--- config.mk ---
export PLATFORM = sky130hd
export DESIGN_NAME = prime_toggle_ctrl
export DESIGN_NICKNAME = d
export VERILOG_FILES = /design/src/rtl/prime_toggle_ctrl.sv
export SDC_FILE = /design/constraint.sdc
export NUM_CORES = 1
export LEC_CHECK = 0
export ABC_CLOCK_PERIOD_IN_PS = 11600
export BUFFER_PORTS_ARGS = -buffer_cell sky130_fd_sc_hd__buf_2
export CAP_MARGIN = 20
export CORE_MARGIN = 1
export CORE_UTILIZATION = 31
export CTS_BUF_LIST = sky130_fd_sc_hd__clkbuf_4 sky130_fd_sc_hd__clkbuf_8
export CTS_CLUSTER_SIZE = 28
export DETAILED_ROUTE_END_ITERATION = 12
export GPL_TIMING_DRIVEN = 0
export PLACE_DENSITY = 0.49
export SLEW_MARGIN = 20
export SYNTH_ARGS = -nofsm -noshare
export SYNTH_HDL_FRONTEND = slang
export SYNTH_SLANG_ARGS = --single-unit
--- constraint.sdc ---
create_clock -name clk -period 11.6 [get_ports clk]
set_clock_uncertainty 0.1 [all_clocks]
set_input_delay 3.48 -clock clk [delete_from_list [all_inputs] [get_ports clk]]
set_output_delay 3.48 -clock clk [all_outputs]
set_load 0.1 [all_outputs]
--- src/rtl/prime_toggle_ctrl.sv ---
// ============================================================================
// prime_toggle_ctrl
// ----------------------------------------------------------------------------
// Scans the integers 2..MAX_N and tests each one for primality by trial
// division. The remainder is found by repeated subtraction, one subtract per
// clock. Every prime found is offered downstream on a valid/ready port. Each
// accepted prime also produces a one-cycle toggle_o pulse that drives the
// toggle input of a toggler instance.
//
// Parameters
//   WIDTH  width of the candidate, divisor and remainder registers
//   MAX_N  last candidate tested, 2 <= MAX_N < 2**WIDTH
//
// Ports
//   clk       in   rising-edge clock
//   rst_n     in   asynchronous reset, active low
//   start_i   in   starts a scan, only looked at while idle
//   abort_i   in   synchronous abort, returns to idle from any state
//   ready_i   in   downstream accepts prime_o
//   valid_o   out  prime_o holds a prime
//   prime_o   out  current prime (WIDTH bits)
//   toggle_o  out  one-cycle pulse per accepted prime
//   busy_o    out  high whenever the sequencer is not idle
//   done_o    out  one-cycle pulse when the scan completes
// ============================================================================
module prime_toggle_ctrl #(
    parameter int WIDTH = 8,
    parameter int MAX_N = 100
) (
    input  logic             clk,
    input  logic             rst_n,
    input  logic             start_i,
    input  logic             abort_i,
    input  logic             ready_i,
    output logic             valid_o,
    output logic [WIDTH-1:0] prime_o,
    output logic             toggle_o,
    output logic             busy_o,
    output logic             done_o
);

    localparam logic [2:0] S_IDLE  = 3'd0;
    localparam logic [2:0] S_LOAD  = 3'd1;
    localparam logic [2:0] S_MOD   = 3'd2;
    localparam logic [2:0] S_CHECK = 3'd3;
    localparam logic [2:0] S_EMIT  = 3'd4;
    localparam logic [2:0] S_NEXT  = 3'd5;
    localparam logic [2:0] S_DONE  = 3'd6;

    localparam logic [WIDTH-1:0] FIRST_VALUE = WIDTH'(2);
    localparam logic [WIDTH-1:0] LAST_VALUE  = WIDTH'(MAX_N);

    logic [2:0]         r_state;
    logic [2:0]         w_nextState;
    logic [WIDTH-1:0]   r_n;
    logic [WIDTH-1:0]   r_d;
    logic [WIDTH-1:0]   r_r;
    logic [WIDTH-1:0]   r_prime;
    logic               r_valid;
    logic               r_toggle;
    logic               r_busy;
    logic               r_done;

    logic [2*WIDTH-1:0] w_dWide;
    logic [2*WIDTH-1:0] w_nWide;
    logic [2*WIDTH-1:0] w_divSquare;
    logic               w_isPrime;
    logic               w_canSubtract;
    logic               w_isLast;
    logic               w_handshake;

    // The divisor is squared at double width so the comparison against the
    // candidate can never be corrupted by overflow. Once d*d exceeds n no
    // divisor up to sqrt(n) divided it, so n is prime.
    assign w_dWide       = {{WIDTH{1'b0}}, r_d};
    assign w_nWide       = {{WIDTH{1'b0}}, r_n};
    assign w_divSquare   = w_dWide * w_dWide;
    assign w_isPrime     = (w_divSquare > w_nWide);
    assign w_canSubtract = (r_r >= r_d);
    assign w_isLast      = (r_n == LAST_VALUE);
    assign w_handshake   = (r_state == S_EMIT) && ready_i;

    // Next-state decode. Abort overrides whatever the current state wanted.
    always_comb begin
        w_nextState = r_state;
        case (r_state)
            S_IDLE:  if (start_i) w_nextState = S_LOAD;
            S_LOAD:  w_nextState = w_isPrime ? S_EMIT : S_MOD;
            S_MOD:   w_nextState = w_canSubtract ? S_MOD : S_CHECK;
            S_CHECK: w_nextState = (r_r == '0) ? S_NEXT : S_LOAD;
            S_EMIT:  if (ready_i) w_nextState = S_NEXT;
            S_NEXT:  w_nextState = w_isLast ? S_DONE : S_LOAD;
            S_DONE:  w_nextState = S_IDLE;
            default: w_nextState = S_IDLE;
        endcase
        if (abort_i) begin
            w_nextState = S_IDLE;
        end
    end

    // State, datapath and registered outputs. The status outputs are derived
    // from the next state so they line up exactly with the state they
    // describe. The candidate is only advanced after the last-value compare,
    // so it never wraps. An abort freezes the datapath and kills a
    // same-cycle handshake, so no toggle is produced for it.
    always_ff @(posedge clk or negedge rst_n) begin
        if (!rst_n) begin
            r_state  <= S_IDLE;
            r_n      <= '0;
            r_d      <= '0;
            r_r      <= '0;
            r_prime  <= '0;
            r_valid  <= 1'b0;
            r_toggle <= 1'b0;
            r_busy   <= 1'b0;
            r_done   <= 1'b0;
        end else begin
            r_state  <= w_nextState;
            r_valid  <= (w_nextState == S_EMIT);
            r_busy   <= (w_nextState != S_IDLE);
            r_done   <= (w_nextState == S_DONE);
            r_toggle <= w_handshake && !abort_i;
            if (!abort_i) begin
                case (r_state)
                    S_IDLE: begin
                        if (start_i) begin
                            r_n <= FIRST_VALUE;
                            r_d <= FIRST_VALUE;
                        end
                    end
                    S_LOAD: begin
                        if (w_isPrime) begin
                            r_prime <= r_n;
                        end else begin
                            r_r <= r_n;
                        end
                    end
                    S_MOD: begin
                        if (w_canSubtract) begin
                            r_r <= r_r - r_d;
                        end
                    end
                    S_CHECK: begin
                        if (r_r != '0) begin
                            r_d <= r_d + WIDTH'(1);
                        end
                    end
                    S_NEXT: begin
                        if (!w_isLast) begin
                            r_n <= r_n + WIDTH'(1);
                            r_d <= FIRST_VALUE;
                        end
                    end
                    default: begin
                    end
                endcase
            end
        end
    end

    assign valid_o  = r_valid;
    assign prime_o  = r_prime;
    assign toggle_o = r_toggle;
    assign busy_o   = r_busy;
    assign done_o   = r_done;

endmodule
# [Yosys cells after proc, flatten, opt, wreduce, memory -nomap -nowiden]
# Index checks and enable logic that the tools add are counted.
[word_totals] wordCells=60 in_bits=5 regBits=39 out_inout_bits=12
[op_classes] bitwise_logic=1 order_cmp=2 n_addsub=3 n_reduce_logical=14 n_eq_ne=13 n_mux=17 n_mul=1
[ops] op="$mux 8" count=6
[ops] op="$pmux 8 s2" count=2
[ops] op="$pmux 8 s3" count=1
[ops] op="$mux 3" count=6
[ops] op="$pmux 3 s6" count=1
[ops] op="$add 8x1->8 const B" count=2
[ops] op="$gt 16x8->1" count=1
[ops] op="$mul 8x8->16" count=1
[ops] op="$eq 3x3->1 const B" count=4
[ops] op="$ne 2x2->1 const B" count=5
[ops] op="$eq 8x7->1 const B" count=1
[ops] op="$ge 8x8->1" count=1
[ops] op="$logic_not 8->1" count=1
[ops] op="$reduce_and 4->1" count=2
[ops] op="$reduce_bool 8->1" count=1
[ops] op="$sub 8x8->8" count=1
[ops] op="$eq 3x2->1 const B" count=2
[ops] op="$reduce_bool 3->1" count=2
[ops] op="$reduce_and 5->1" count=1
[ops] op="$reduce_bool 2->1" count=2
[ops] op="$eq 3x1->1 const B" count=1
[ops] op="$logic_not 3->1" count=1
[ops] op="$reduce_and 3->1" count=1
[ops] op="$logic_and 1x1->1" count=2
[ops] op="3 further kinds" count=3

# [Logic depth before layout (Yosys ltp)]
# Gate-level depths: netlist (run 1).
[logic_depth] ltp_word=6 mapped_depth=22 mapped_depth_nobuf=22

# [Least setup slack after synthesis (run 1)]
# No wires, ideal clock.
[synth_path] path_type="reg-to-reg" startpoint="reg r_d[5]" endpoint="reg r_prime[0] (netlist: prime_o[0])" arrival_time_ns=5.055 path_buffers=0 path_stages_with_launch=18 path_slack_ns=6.320 path_cell_list="dfrtp_1 > clkinv_1 > nor2_1 > fa_1 > fa_1 > inv_1 > fa_1 > fa_1 > inv_1 > ha_1 > a21o_1 > or3_4 > o211ai_2 > nor4b_2 > nand4_1 > or3_4 > nand2_8 > mux2_4"
[synth_via] elab_chain_len=3
[synth_lines] element="from (decl)" line_no="56" text="logic [WIDTH-1:0] r_d;"
[synth_lines] element="from (signal assigned)" line_no="145" text="r_d <= r_d + WIDTH'(1);"
[synth_lines] element="$mul 8x8->16" line_no="77" text="assign w_divSquare = w_dWide * w_dWide;"
[synth_lines] element="$gt 16x8->1" line_no="78" text="assign w_isPrime = (w_divSquare > w_nWide);"
[synth_lines] element="$reduce_and 3->1 (no line)"
[synth_lines] element="to (signal assigned)" line_no="133" text="r_prime <= r_n;"
[synth_lines] element="to (decl)" line_no="58" text="logic [WIDTH-1:0] r_prime;"
# Every way passes these cells.
# A chain may end at the register's enable or synchronous reset.

# [Final worst setup path (run 1)]
[layout_path] startpoint="reg r_d[3]" endpoint="reg r_r[7]"
[layout_via] elab_chain_len=4
[layout_lines] element="$mul 8x8->16" line_no="77"
[layout_lines] element="$gt 16x8->1" line_no="78"
[layout_lines] element="$ne 2x2->1 (no line)"
[layout_lines] element="$reduce_and 4->1 (no line)"
[layout_lines] element="to (signal assigned)" line_no="135" text="r_r <= r_n;"
[layout_lines] element="to (signal assigned)" line_no="140" text="r_r <= r_r - r_d;"
[layout_lines] element="to (decl)" line_no="57" text="logic [WIDTH-1:0] r_r;"
# Several ways; a longest one is shown, not always the timed one. The select of a mux whose other input is x is not followed.

==> flow_metrics.tcl, run 1 <==
set metrics [dict create \
    die_w_um 117 \
    htree_levels 2 \
    grt.overflow.total 0 \
    wirelength_um 9110 \
    max_freq_mhz 168 \
    yosysMostFrequentCell "inv_1" \
    outcome "complete, no violations" \
    synth_edf_count 0 \
    layout_min_cycle_time_ns 5.94 \
    io_pins 17 \
    antenna_left 0 \
    critPathLaunchType "flip-flop" \
    gp_congestion 0.850 \
    ctsRootBufferMaster "clkbuf_8" \
    ys_ff_latch 39 \
    async_flop_share_pct 100 \
    initialDrtViolationCount 207 \
    diodes 0 \
    setup_viol 0 \
    syn_to_final_growth_pct 9.42 \
    cts_resized 0 \
    grt_max_degree 40 \
    hold_buffers 0 \
    final_nets 548 \
    clock_sinks 39 \
    yosysUniqueCellTypes 58 \
    grt_pass1_wl_um 16000 \
    ys_top_cells_by_area "dfrtp_1 24%, ha_1 14%, fa_1 13%" \
    max-slew-margin-rel_pct 41.2 \
    avgSynthCellArea_um2 9.13 \
    crit_top_cell "fa_1" \
    core_um2 12700 \
    tns_ns 0 \
    drt-pass1-iter-count 4 \
    synth_area_um2 4080 \
    die_h_um 117 \
    crit_fanout 8 \
    post_cts_buffers 0 \
    rsz0062_at_grt "no" \
    yosys-top-cells-count "63 x inv_1, 50 x nor2_1, 47 x ha_1, 39 x dfrtp_1, 31 x nand2_1" \
    yosysSeqAreaShare_pct 23.9 \
    grt_pass1_vias 3290 \
    slowest_stage "fa_1" \
    required_ns 11.69 \
    criticalPathCategory "flip-flop to flip-flop" \
    yosys_warnings 0 \
    arrival_ns 6.03 \
    clk_pin_slew_worst_paths_ns 0.08 \
    final.setup.worst_slack_ns 5.66 \
    row_count 41 \
    antenna_found_initial 0 \
    dpl.hpwl_um 7350 \
    crit_buf_inv 3 \
    yosysTopAreaCell "dfrtp_1" \
    die_area_um2 13600 \
    port_buffers 16 \
    syn_inst 447 \
    track_usage_pct 14.9 \
    path_cells "clkinv_1 -> nor2_1 -> fa_1 -> fa_1 -> inv_1 -> fa_1 -> fa_1 -> inv_1 -> ha_1 -> a21o_1 -> or3_4 -> o211ai_2 -> nor4b_2 -> nand4_1 -> nor3_2 -> a21oi_4 -> mux2_4" \
    tritoncts "built" \
    clk_latency_ns 0.30 \
    crit_path_max_incr_delay_ns 0.55 \
    power-per-cell-area_nw_per_um2 144 \
    irDropWorstVdd_mv 0.0562 \
    post-place-ws_ns 5.58 \
    cp-end-kind "flip-flop" \
    start_util_pct 32.1 \
    min_period_over_period_pct 51.2 \
    via_count 3144 \
    wl_per_cell_um 14.2 \
    worstMarginPinSlew_ns 0.881 \
    vias_per_cell 4.89 \
    synth_top_area_share_pct 23.9 \
    hold_viol 0 \
    p_leak_nw 2.24 \
    cts_buffer_depth 2 \
    layout-drive-gt1-share_pct 11.3 \
    slew_violations 0 \
    synth_ff_type "dfrtp_1" \
    cts_buffers 5 \
    syn_nets 525 \
    crit_family "adder cells" \
    hold_class "flip-flop to flip-flop" \
    drv_cap 0 \
    drc 0 \
]
[metal layers]
layer,wire length [um],share of wire [%],vias to the layer above,GRT usage (%)
met5,0,0,-,0
met4,88,0.97,0,3.63
met3,173,1.9,8,1.35
met2,4380,48,41,25.9
met1,4470,49,1518,20.0
li1,-,-,1577,-
[cell type report]
type                    instances  area, um2
well taps                     172        215
clock inverters                 1       5.00
inverters                      65        244
fillers                      1378       8260
multi-input cells             336       2830
flip-flops and latches         39        976
clock buffers                   7       83.8
plain buffers                   7       27.5
repair buffers                 16       80.1
[state kept, by name, summed over array words and instances, names as in the netlist]
signal and cells:
busy_o 1, done_o 1, prime_o 8, r_d 8
r_n 8, r_r 8, r_state 3, toggle_o 1
valid_o 1
[worst register-to-register path, stage by stage, from the launching register on]
cell	delay, ns
dfrtp_1	0.49
clkinv_1	0.35
nor2_1	0.30
fa_1	0.48
fa_1	0.55
inv_1	0.06
fa_1	0.50
fa_1	0.55
inv_1	0.04
ha_1	0.37
a21o_1	0.21
or3_4	0.34
o211ai_2	0.14
nor4b_2	0.23
nand4_1	0.19
nor3_2	0.40
a21oi_4	0.20
mux2_4	0.34
[cell usage in the layout, fill, tap and decap left out, types with 4 or more instances in the layout]
| master | instances |
|---|---|
| inv_1 | 63 |
| nor2_1 | 50 |
| ha_1 | 47 |
| dfrtp_1 | 39 |
| nand2_1 | 31 |
| o21ai_0 | 26 |
| fa_1 | 26 |
| a21oi_1 | 25 |
| buf_2 | 17 |
| xnor2_1 | 16 |
| mux2_4 | 14 |
| nand4_1 | 8 |
| a21o_1 | 7 |
| nand3_1 | 7 |
| mux2i_1 | 7 |
| xor2_1 | 6 |
| clkbuf_1 | 6 |
| a31oi_1 | 6 |
| nor3_1 | 5 |
| clkbuf_8 | 5 |
| nand2b_1 | 4 |
[power breakdown]
part           internal, W  switching, W
Sequential        0.000162     0.0000261
Combinational     0.000130      0.000227
Clock            0.0000470     0.0000493
Total             0.000338      0.000302
[final timing paths]
path                                         from                     end  slack, ns  depth (start not counted)
max in group asynchronous                   rst_n      r_n[3]$_DFFE_PN0P_       7.65                          1
min in group asynchronous                   rst_n      r_n[2]$_DFFE_PN0P_       3.21                          1
max reg2reg                    r_d[3]$_DFFE_PN0P_      r_r[7]$_DFFE_PN0P_       5.66                         17
min reg2reg                prime_o[4]$_DFFE_PN0P_  prime_o[4]$_DFFE_PN0P_       0.41                          1
min                        prime_o[4]$_DFFE_PN0P_  prime_o[4]$_DFFE_PN0P_       0.41                          1
max                            r_d[3]$_DFFE_PN0P_      r_r[7]$_DFFE_PN0P_       5.66                         17
[through the flow]
step | instance area (um2) | utilization, % | hold slack, ns | instances | power [W]
after CTS | 4460 | 35.1 | 0.415 | 643 | 0.000645
after detailed placement | 4370 | 34.4 | 0.399 | 635 | 0.000547
after global placement | 4370 | 34.4 | 0.390 | 635 | 0.000543
after global routing | 4460 | 35.1 | 0.436 | 643 | 0.000694
after floorplan | 4080 | - | 0.409 | 447 | 0.000473
final | 4460 | 35.1 | 0.407 | 643 | 0.000640
[cells by family after synthesis]
| logic type | Yosys count | synth area share, % |
|---|---|---|
| compound gates | 92 | 14.8 |
| flops | 39 | 23.9 |
| fa+ha+maj | 73 | 27.2 |
| buf+inv | 72 | 6.66 |
| simple gates | 127 | 15.6 |
| mux | 22 | 7.15 |
| xor+xnor | 22 | 4.72 |
Note: power is estimated with default switching activity, not from simulation.
==> run 2, diff against run 1 <==
ABC_CLOCK_PERIOD_IN_PS = 5300   (was 11600)
PLACE_DENSITY = 0.5   (was 0.49)
clock period = 5.3 ns   (was 11.6 ns; I/O delays follow)
==> flow_metrics.tcl, run 2 (synthesized netlist as in run 1, its figures left out) <==
set metrics [dict create \
    outcome "complete, no violations" \
    crit_family "adder cells" \
    grt_pass1_vias 3274 \
    p_sw_w 0.000692 \
    dpl.hpwl_um 7290 \
    drc 0 \
    min_from "prime_o[4]$_DFFE_PN0P_" \
    clock_sinks 39 \
    drv_cap 0 \
    p_leak_nw 2.39 \
    highest-signal-layer "met4" \
    hold_viol 0 \
    register_area_um2 986 \
    netSwitchingFraction_pct 47.3 \
    clk_latency_ns 0.29 \
    cell_internal_pwr_w 0.000772 \
    grt_max_degree 40 \
    crit_path_max_incr_delay_ns 0.56 \
    final_area_um2 4890 \
    rr_endpoint "r_r[7]$_DFFE_PN0P_" \
    wl_met3_um 308 \
    arrival_ns 5.36 \
    die_area_um2 13600 \
    gp_congestion 0.821 \
    multi_input_area_um2 2990 \
    track_usage_pct 15.0 \
    final_common_cell "inv_1" \
    crit-reg2reg-launch "r_d[2]$_DFFE_PN0P_" \
    port_buffers 16 \
    crit_buf_inv 4 \
    grt.overflow.total 0 \
    initialDrtViolationCount 165 \
    ctsRootBufferMaster "clkbuf_8" \
    drt-pass1-iter-count 4 \
    htree_levels 2 \
    seqPwrFrac_pct 28.3 \
    cp-end-kind "flip-flop" \
    diodes 0 \
    crit_fanout 8 \
    wl_met2_um 4710 \
    path_cells "clkinv_4 -> nor2_4 -> fa_1 -> fa_1 -> inv_1 -> fa_1 -> fa_1 -> inv_2 -> ha_4 -> a21o_1 -> or3_4 -> o211ai_2 -> nor4b_4 -> nand4_1 -> nor3_4 -> a21oi_4 -> buf_12 -> mux2_4" \
    syn_to_final_growth_pct 19.8 \
    io_pins 17 \
    hold_end "prime_o[4]$_DFFE_PN0P_" \
    critPathLaunchType "flip-flop" \
    num-fill-cells 1371 \
    power-per-cell-area_nw_per_um2 300 \
    hold_class "flip-flop to flip-flop" \
    reg2reg_depth 18 \
    clk_pin_slew_worst_paths_ns 0.08 \
    antenna_found_initial 0 \
    criticalPathCategory "flip-flop to flip-flop" \
    vias_per_cell 4.91 \
    tns_ns 0 \
    grt_pass1_wl_um 15900 \
    start_util_pct 32.1 \
    reg2reg_slack_ns 0.02 \
    antenna_left 0 \
    slowest_stage "fa_1" \
    drt-met1-wl_um 4410 \
    die_w_um 117 \
    final_nets 576 \
    cts_buffer_depth 2 \
    min_period_over_period_pct 99.7 \
    wirelength_um 9490 \
    tritoncts "built" \
    layout_min_cycle_time_ns 5.28 \
    min_path_cells 1 \
    post_dp_cell_area_um2 4370 \
    cts_buffers 5 \
    row_count 41 \
    clkPwrFrac_pct 14.0 \
    max_freq_mhz 189 \
    die_h_um 117 \
    comb_power_share_pct 57.7 \
    layout-drive-gt1-share_pct 23.7 \
    layout_common_cells "57 x inv_1, 44 x nor2_1, 42 x ha_1, 31 x dfrtp_1, 28 x nand2_1" \
    max-slew-margin-rel_pct 41.0 \
    via_count 3292 \
    wl_per_cell_um 14.2 \
    worstMarginPinSlew_ns 0.885 \
    core_um2 12700 \
    crit_top_cell "fa_1" \
    rsz0062_at_grt "yes" \
    setup_viol 0 \
    required_ns 5.38 \
    slew_violations 0 \
    irDropWorstVdd_mv 0.125 \
]
==> run 2: cell types whose count changed in the layout (fill, tap and decap cells not counted), moves of 3 or more <==
cell / change
dfrtp_1: -8
ha_1: -5
nand2_1: -3
buf_4: +26
nor2_4: +3
inv_1: -6
nor2_2: +3
nor2_1: -6
nand2_2: +3
dfrtp_2: +8
clkinv_4: +3
inv_4: +4
ha_4: +4
==> run 2: power by group through the flow <==
stage / Combinational, W / Clock [W] / Sequential [W]
2_1_floorplan: 0.000474 / 0 / 0.000561
3_3_place_gp: 0.000773 / 0 / 0.000419
3_5_place_dp: 0.000781 / 0 / 0.000420
4_1_cts: 0.000800 / 0.000212 / 0.000414
5_1_grt: 0.000914 / 0.000226 / 0.000422
6_report: 0.000845 / 0.000205 / 0.000414
==> run 2: through the flow <==
step | hold slack (ns) | power (W) | std cells | setup slack [ns] | utilization, %
after CTS | 0.412 | 0.00143 | 665 | 0.0153 | 37.5
final | 0.406 | 0.00146 | 670 | 0.0181 | 38.4
after detailed placement | 0.392 | 0.00120 | 635 | -0.717 | 34.4
after global placement | 0.391 | 0.00119 | 635 | -0.668 | 34.4
after floorplan | 0.409 | 0.00103 | 447 | 0.0199 | -
after global routing | 0.426 | 0.00156 | 670 | -0.209 | 38.4
==> run 2: how the worst max path moves through the flow <==
stage	endpoint	cells after the start	slack [ns]	start
floorplan	prime_o[0]$_DFFE_PN0P_	17	0.02	r_d[5]$_DFFE_PN0P_
global placement	r_r[5]$_DFFE_PN0P_	17	-0.67	r_d[3]$_DFFE_PN0P_
detailed placement	r_r[4]$_DFFE_PN0P_	17	-0.72	r_d[3]$_DFFE_PN0P_
CTS	prime_o[7]$_DFFE_PN0P_	21	0.02	r_d[1]$_DFFE_PN0P_
global route	r_r[7]$_DFFE_PN0P_	21	-0.21	r_d[2]$_DFFE_PN0P_
finish	r_r[7]$_DFFE_PN0P_	18	0.02	r_d[2]$_DFFE_PN0P_
==> run 2: worst register-to-register path, stage by stage (launching register included) <==
cell      delay, ns
dfrtp_2        0.43
clkinv_4       0.11
nor2_4         0.12
fa_1           0.46
fa_1           0.55
inv_1          0.05
fa_1           0.47
fa_1           0.56
inv_2          0.05
ha_4           0.25
a21o_1         0.18
or3_4          0.34
o211ai_2       0.15
nor4b_4        0.21
nand4_1        0.22
nor3_4         0.37
a21oi_4        0.11
buf_12         0.17
mux2_4         0.29
==> run 2: repair_timing <==
action | CTS | global route
buffers inserted | 23 | 5
gates cloned | 0 | 0
resized for setup | 43 | 16
hold buffers | 0 | 0
pin swaps | 10 | 10
endpoints found under the setup margin | 20 | 19
==> run 2: layout make-up <==
| class | count | share of cell area [%] |
|---|---|---|
| multi-input cells | 336 | 61.3 |
| flip-flops and latches | 39 | 20.2 |
| repair buffers | 44 | 6.27 |
| inverters | 65 | 5.51 |
| well taps | 172 | 4.40 |
| clock buffers | 6 | 1.69 |
| plain buffers | 7 | 0.563 |
| clock inverters | 1 | 0.102 |
==> run 2: per-layer routing <==
metal,track usage [%],vias up
met1,19.4,1581
met5,0,-
met2,26.6,64
met3,1.87,6
li1,-,1641
met4,3.29,0
